===== config.mk =====
export PLATFORM = sky130hd
export DESIGN_NAME = rf_port_arbiter
export DESIGN_NICKNAME = d
export VERILOG_FILES = /design/src/rtl/rf_arb_pkg.sv /design/src/rtl/rr_arb2.sv /design/src/rtl/rf_port_arbiter.sv
export SDC_FILE = /design/constraint.sdc
export NUM_CORES = 1
export LEC_CHECK = 0
export ABC_AREA = 1
export BUFFER_PORTS_ARGS = -buffer_cell sky130_fd_sc_hd__buf_2
export CORE_UTILIZATION = 45
export DETAILED_ROUTE_END_ITERATION = 7
export PLACE_DENSITY_LB_ADDON = 0.1
export SLEW_MARGIN = 20
export SYNTH_ARGS = -nofsm -noshare
export SYNTH_HDL_FRONTEND = slang
export SYNTH_SLANG_ARGS = --single-unit

===== constraint.sdc =====
create_clock -name clk -period 1.9 [get_ports clk]
set_input_delay 0.38 -clock clk [delete_from_list [all_inputs] [get_ports clk]]
set_output_delay 0.38 -clock clk [all_outputs]
set_load 0.03 [all_outputs]

===== src/rtl/rf_arb_pkg.sv =====
// Shared types and constants for the register-file port arbiter.
// Latency: n/a (declarations only).
// Backpressure: n/a.
package rf_arb_pkg;

    // Arbiter sequencing states.
    typedef enum logic [1:0] {
        IDLE   = 2'd0,
        ACCESS = 2'd1,
        RESP   = 2'd2
    } state_t;

    // Requester IDs; also the bit index of each port in req/gnt vectors.
    localparam logic PORT_C = 1'b0;
    localparam logic PORT_D = 1'b1;

    // Default register address and data widths.
    localparam int AW_DEF = 5;
    localparam int DW_DEF = 32;

endpackage


===== src/rtl/rr_arb2.sv =====
// Two-requester round-robin grant: a tie goes to the port that did not win last time.
// Latency: combinational.
// Backpressure: none; gnt is one-hot, or zero when nothing is requested.
module rr_arb2
    import rf_arb_pkg::*;
(
    input  logic [1:0] req,   // bit PORT_C = core, bit PORT_D = debug
    input  logic       last,  // port granted most recently
    output logic [1:0] gnt
);

    always_comb begin
        gnt = req;
        if (&req) begin
            gnt = (last == PORT_D) ? 2'b01 : 2'b10;
        end
    end

endmodule


===== src/rtl/rf_port_arbiter.sv =====
// Shares a single-access register file between core (C) and debug (D) ports; optional x0 guard via RF_ARB_X0_GUARD_EN.
// Latency: accept at T, rf strobe at T+1, rsp_valid and read data at T+2; one operation per 3 cycles.
// Backpressure: c_ready/d_ready are combinational grants, high only in IDLE; no new grant while busy.
module rf_port_arbiter
    import rf_arb_pkg::*;
#(
    parameter int AW = AW_DEF,
    parameter int DW = DW_DEF
) (
    input  logic          clk,
    input  logic          rst_n,
    // Core-control port
    input  logic          c_valid,
    output logic          c_ready,
    input  logic          c_we,
    input  logic [AW-1:0] c_addr_a,
    input  logic [AW-1:0] c_addr_b,
    input  logic [DW-1:0] c_wdata,
    output logic          c_rsp_valid,
    // Debug/loader port
    input  logic          d_valid,
    output logic          d_ready,
    input  logic          d_we,
    input  logic [AW-1:0] d_addr_a,
    input  logic [AW-1:0] d_addr_b,
    input  logic [DW-1:0] d_wdata,
    output logic          d_rsp_valid,
    // Shared response data
    output logic [DW-1:0] rsp_rd1,
    output logic [DW-1:0] rsp_rd2,
    // Register-file side
    output logic          rf_we,
    output logic          rf_re,
    output logic [AW-1:0] rf_rw_addr,
    output logic [AW-1:0] rf_rd1_addr,
    output logic [DW-1:0] rf_wr1,
    input  logic [DW-1:0] rf_rd1,
    input  logic [DW-1:0] rf_rd2
);

`ifdef RF_ARB_X0_GUARD_EN
    localparam bit X0_GUARD = 1'b1;
`else
    localparam bit X0_GUARD = 1'b0;
`endif

    state_t        state;
    logic          last_grant;  // also identifies the in-flight requester
    logic          lat_we;
    logic [1:0]    req_vld;
    logic [1:0]    gnt;
    logic          sel_d;
    logic          sel_we;
    logic [AW-1:0] sel_addr_a;
    logic [AW-1:0] sel_addr_b;
    logic [DW-1:0] sel_wdata;

    assign req_vld = {d_valid, c_valid};

    rr_arb2 u_rr_arb2 (
        .req  (req_vld),
        .last (last_grant),
        .gnt  (gnt)
    );

    assign c_ready = (state == IDLE) & gnt[PORT_C];
    assign d_ready = (state == IDLE) & gnt[PORT_D];

    // Request fields of whichever port wins this cycle.
    assign sel_d      = gnt[PORT_D];
    assign sel_we     = sel_d ? d_we     : c_we;
    assign sel_addr_a = sel_d ? d_addr_a : c_addr_a;
    assign sel_addr_b = sel_d ? d_addr_b : c_addr_b;
    assign sel_wdata  = sel_d ? d_wdata  : c_wdata;

    // rf_rw_addr/rf_rd1_addr/rf_wr1 double as the request latch: they only
    // change on a grant, so they hold between operations.
    always_ff @(posedge clk or negedge rst_n) begin
        if (!rst_n) begin
            state       <= IDLE;
            last_grant  <= PORT_D;
            lat_we      <= 1'b0;
            rf_we       <= 1'b0;
            rf_re       <= 1'b0;
            rf_rw_addr  <= '0;
            rf_rd1_addr <= '0;
            rf_wr1      <= '0;
            rsp_rd1     <= '0;
            rsp_rd2     <= '0;
            c_rsp_valid <= 1'b0;
            d_rsp_valid <= 1'b0;
        end else begin
            case (state)
                IDLE: begin
                    if (|gnt) begin
                        last_grant  <= sel_d ? PORT_D : PORT_C;
                        lat_we      <= sel_we;
                        rf_rw_addr  <= sel_addr_a;
                        rf_rd1_addr <= sel_addr_b;
                        rf_wr1      <= sel_wdata;
                        // Guarded x0 writes still run the full sequence, just without the strobe.
                        rf_we       <= sel_we & ~(X0_GUARD && (sel_addr_a == '0));
                        rf_re       <= ~sel_we;
                        state       <= ACCESS;
                    end
                end
                ACCESS: begin
                    rf_we <= 1'b0;
                    rf_re <= 1'b0;
                    if (!lat_we) begin
                        rsp_rd1 <= (X0_GUARD && (rf_rw_addr  == '0)) ? '0 : rf_rd1;
                        rsp_rd2 <= (X0_GUARD && (rf_rd1_addr == '0)) ? '0 : rf_rd2;
                    end
                    c_rsp_valid <= (last_grant == PORT_C);
                    d_rsp_valid <= (last_grant == PORT_D);
                    state       <= RESP;
                end
                RESP: begin
                    c_rsp_valid <= 1'b0;
                    d_rsp_valid <= 1'b0;
                    state       <= IDLE;
                end
                default: begin
                    state <= IDLE;
                end
            endcase
        end
    end

endmodule


==> tab_implementation.tex <==
\begin{tabular}{lr}
\hline
Metric & Value \\
\hline
\multicolumn{2}{l}{\textbf{Status}} \\
\quad Result of the run & completed \\
\multicolumn{2}{l}{\textbf{Synth}} \\
\quad Total of warnings raised by yosys & 0 \\
\quad List of most frequent post-synthesis cells & nand2\_1, dfrtp\_1, nand3\_1 \\
\quad Post-synthesis net count & 801 \\
\quad Share of synthesized flip-flops with an asynchronous set or reset & 100.0\% \\
\quad Post-Syn Instances & 643 \\
\quad Count of different cell masters after synthesis & 20 \\
\quad Post-synth design cell area & 5117 um2 \\
\quad Biggest area contributors in the synthesized netlist & dfrtp\_1, nand2\_1, nand3\_1 \\
\quad Cell with the most instances after synthesis & nand2\_1 \\
\quad Per-instance average area after synthesis & 7.959 um2 \\
\quad Dominant cell type by area after synthesis & dfrtp\_1 \\
\quad Number of flops mapped to enable cells by yosys & 0 \\
\quad Register area share after synthesis & 55.77\% \\
\quad Most used DFF post-synth & dfrtp\_1 \\
\quad Seq cells post-synth & 114 \\
\quad Fraction of synthesized cell area taken by the top area cell type & 55.26\% \\
\multicolumn{2}{l}{\textbf{Timing}} \\
\quad Final Hold Vio Count & 0 \\
\quad Least setup slack across all paths after layout & 0.09588 ns \\
\quad Worst slew margin relative to its limit & 57.63\% \\
\quad Setup skew after layout & 0.007266 ns \\
\quad Unrepaired setup endpoints after global routing & false \\
\quad FMAX & 554.3 MHz \\
\quad Pin slew with the least headroom to its limit & 0.6356 ns \\
\quad Final max-slew violation count & 0 \\
\quad Setup TNS & 0 ns \\
\quad Hold slack final & 0.2159 ns \\
\quad Final worst path period need & 1.804 ns \\
\quad Fraction of the cycle the final worst path needs & 94.95\% \\
\quad Setup violation total in the final timing report & 0 \\
\multicolumn{2}{l}{\textbf{Pwr}} \\
\quad Net switching component of the power & 6.646 mW \\
\quad Maximum resistive drop on vdd & 1194 uV \\
\quad Total power of the final layout & 14.75 mW \\
\quad Share of total power in the clock network & 23.9\% \\
\quad Power share of the combinational group & 47.3\% \\
\quad Power share of the sequential group & 28.8\% \\
\quad Proportion of total power due to net switching & 45.05\% \\
\quad Internal portion of total power & 8.107 mW \\
\quad Pwr Density & 2027 nW/um2 \\
\quad Leakage power summed over all cells & 4.326 nW \\
\multicolumn{2}{l}{\textbf{Layout}} \\
\quad Total of fill cells in the finished design & 964 \\
\quad FF/Latch Area & 2854 um2 \\
\quad Total number of nets in the final design & 1,063 \\
\quad Core utilization of the finished layout & 66.26\% \\
\quad Post-layout instance count excluding filler cells & 1,058 \\
\quad Area used by multi-input combinational logic & 2026 um2 \\
\quad Antenna Cells & 0 \\
\quad Post-synthesis to final-layout area growth & 42.20\% \\
\quad Post-route cell area & 7277 um2 \\
\quad Fraction of layout instances using a drive strength above 1 & 35.29\% \\
\multicolumn{2}{l}{\textbf{Drt}} \\
\quad Number of DRC violations after detailed routing & 0 \\
\quad Vias per inst & 4.873 \\
\quad Violation count after the first detailed-routing iteration & 339 \\
\quad Drt total wl & 14.31 mm \\
\quad Iteration count of the initial detailed-routing pass & 4 \\
\quad Overall via count from detail\_route & 5,156 \\
\quad Post-detailed-route count of antenna-violating nets & 0 \\
\quad Mean routed wirelength per cell & 13.52 um \\
\multicolumn{2}{l}{\textbf{Worst hold path}} \\
\quad Capture endpoint of the worst hold path & rsp\_rd1[10] \\
\quad Worst hold start & rf\_rd1[10] \\
\quad Min-Delay Path Class & input port to flop \\
\quad Cell count of the worst hold path & 3 \\
\multicolumn{2}{l}{\textbf{Critical path}} \\
\quad Length in cells of the worst reg-to-reg path & 7 \\
\quad Critical path data required time & 1.52 ns \\
\quad Number of buffers and inverters on the critical path & 3 \\
\quad Delay of the slowest cell on the worst path & 0.39 ns \\
\quad CP Launch Type & flop \\
\quad Critical setup path kind & flop to output pin \\
\quad Highest-delay cell along the critical path & dfrtp\_1 \\
\quad Beginning of the worst register-to-register path & state[1] \\
\quad Cells along the critical path & inv\_2 > ha\_4 > inv\_1 > a211oi\_2 > buf\_4 \\
\quad Arr. time, crit path & 1.42 ns \\
\quad Endpoint class of the critical path & output pin \\
\quad Max Fanout on Critical Path & 3 \\
\quad End of the worst register-to-register path & rsp\_rd2[2] \\
\quad Register-to-register path setup slack & 0.22 ns \\
\quad CP delay by family, top & flip-flops \\
\multicolumn{2}{l}{\textbf{Floorplan}} \\
\quad Std-Cell Rows & 38 \\
\quad Initial core utilization & 46.59\% \\
\quad Die outline height & 108.6 um \\
\quad \# IOs & 266 \\
\quad Full die area & 11,800 um2 \\
\quad Die outline width & 108.6 um \\
\quad Core box area & 10,980 um2 \\
\multicolumn{2}{l}{\textbf{CTS}} \\
\quad Clock insertion delay at the later pin of the skew report & 0.40 ns \\
\quad H-tree depth reported by CTS & 4 \\
\quad Num CTS Buffers & 17 \\
\quad CTS tree & done \\
\quad Max clock buf depth & 2 \\
\quad Clock transition at the registers of the reported paths & 0.05 ns \\
\quad Number of sinks on the clock net & 114 \\
\quad Root buffer cell & clkbuf\_16 \\
\multicolumn{2}{l}{\textbf{GRT}} \\
\quad GRT Resource Usage Total & 25.33\% \\
\quad First-pass GRT wire length & 23.04 mm \\
\quad Number of global-route vias before repair & 4,922 \\
\quad Gr ovfl total & 0 \\
\quad Number of antenna violations at the first check in global routing & 2 \\
\quad Maximum number of pins on one net before global-route repair & 66 \\
\multicolumn{2}{l}{\textbf{Run}} \\
\quad Number of maximum-capacitance violations & 0 \\
\multicolumn{2}{l}{\textbf{Placed design}} \\
\quad Dpl cell area & 6555 um2 \\
\quad Gpl congestion & 0.8133 \\
\quad Placed wire-length estimate after detailed placement & 10.09 mm \\
\quad I/O Buffers & 265 \\
\quad Setup Slack @ Placement & 0.1935 ns \\
\quad Number of placed instances, taps included & 1,020 \\
\hline
\end{tabular}
## metal layers
metal  vias to the layer above  global-route usage (%)  share of wire, %
li1                       2553                       -                 -
met1                      2369                   30.51                41
met2                       220                   42.72                50
met3                        12                   7.531               7.8
met4                         2                   9.653              0.99
met5                         -                       0             0.091
## worst max path at each step
| stage | from | endpoint | slack, ns | depth (start not counted) |
|---|---|---|---|---|
| detailed placement | state[1] | c_ready | 0.19 | 5 |
| floorplan | state[0] | c_ready | 0.21 | 4 |
| finish | state[1] | c_ready | 0.1 | 5 |
| CTS | state[1] | c_ready | 0.03 | 5 |
| global route | state[1] | c_ready | 0.005 | 5 |
| global placement | state[0] | c_ready | 0.23 | 5 |
## cell usage in the layout (no fill, tap or decap), types with 2 or more instances in the layout
cell type | synthesis | routed
clkbuf_1 | 11 | 4
clkinvlp_4 | 0 | 2
dfrtp_1 | 113 | 113
o22ai_1 | 3 | 3
nand2_1 | 348 | 347
nand3_1 | 109 | 109
bufinv_16 | 0 | 6
inv_2 | 1 | 4
nor2_1 | 3 | 3
inv_1 | 10 | 7
o21ai_0 | 3 | 3
clkinv_2 | 0 | 2
nand2_2 | 1 | 2
o211ai_1 | 2 | 2
buf_2 | 22 | 263
buf_4 | 1 | 18
ha_1 | 4 | 2
buf_12 | 0 | 3
clkbuf_16 | 0 | 17
## layout make-up
type,instances,share of cell area (%)
sequential,114,39.22
multi-input combinational,476,27.84
timing repair buffer,285,20.91
clock buffer,22,6.241
clock inverter,10,2.820
tap,140,2.407
inverter,11,0.5674
## worst register-to-register path, delay by kind of cell, from the launching register on
family,cells,cell delay [ns]
buffers and inverters,4,0.71
DFF,1,0.39
adders and majority gates,1,0.23
and+or+nand+nor,2,0.28
## power groups by stage
stage / Combinational [mW] / Clock, mW / Sequential (mW)
CTS: 7.02 / 3.58 / 4.25
floorplan: 2.55 / 0 / 6.46
finish: 6.98 / 3.52 / 4.25
global placement: 6.78 / 0 / 4.23
detailed placement: 6.92 / 0 / 4.25
global route: 7.64 / 3.71 / 4.38
## kinds of logic after synthesis
| logic type | synth area share, % |
|---|---|
| simple gates | 36.75 |
| flops | 55.77 |
| compound gates | 1.418 |
| buf+inv | 5.086 |
| fa+ha+maj | 0.9780 |
## repair_timing
action	in CTS	in global routing
endpoints found under the hold margin	30	0
pin swaps	1	1
setup buffers	3	2
endpoints found under the setup margin	2	1
hold buffers	1	0
resized for setup	5	0
## registers in the layout, summed over array words and instances (netlist names)
name and count:
rsp_rd1 32, rf_re 1, lat_we 1, rsp_rd2 32, rf_wr1 32, last_grant 1
rf_we 1, rf_rd1_addr 5, state 2, rf_rw_addr 5, d_rsp_valid 1, c_rsp_valid 1
No activity file was read; power rests on OpenSTA's default activity.
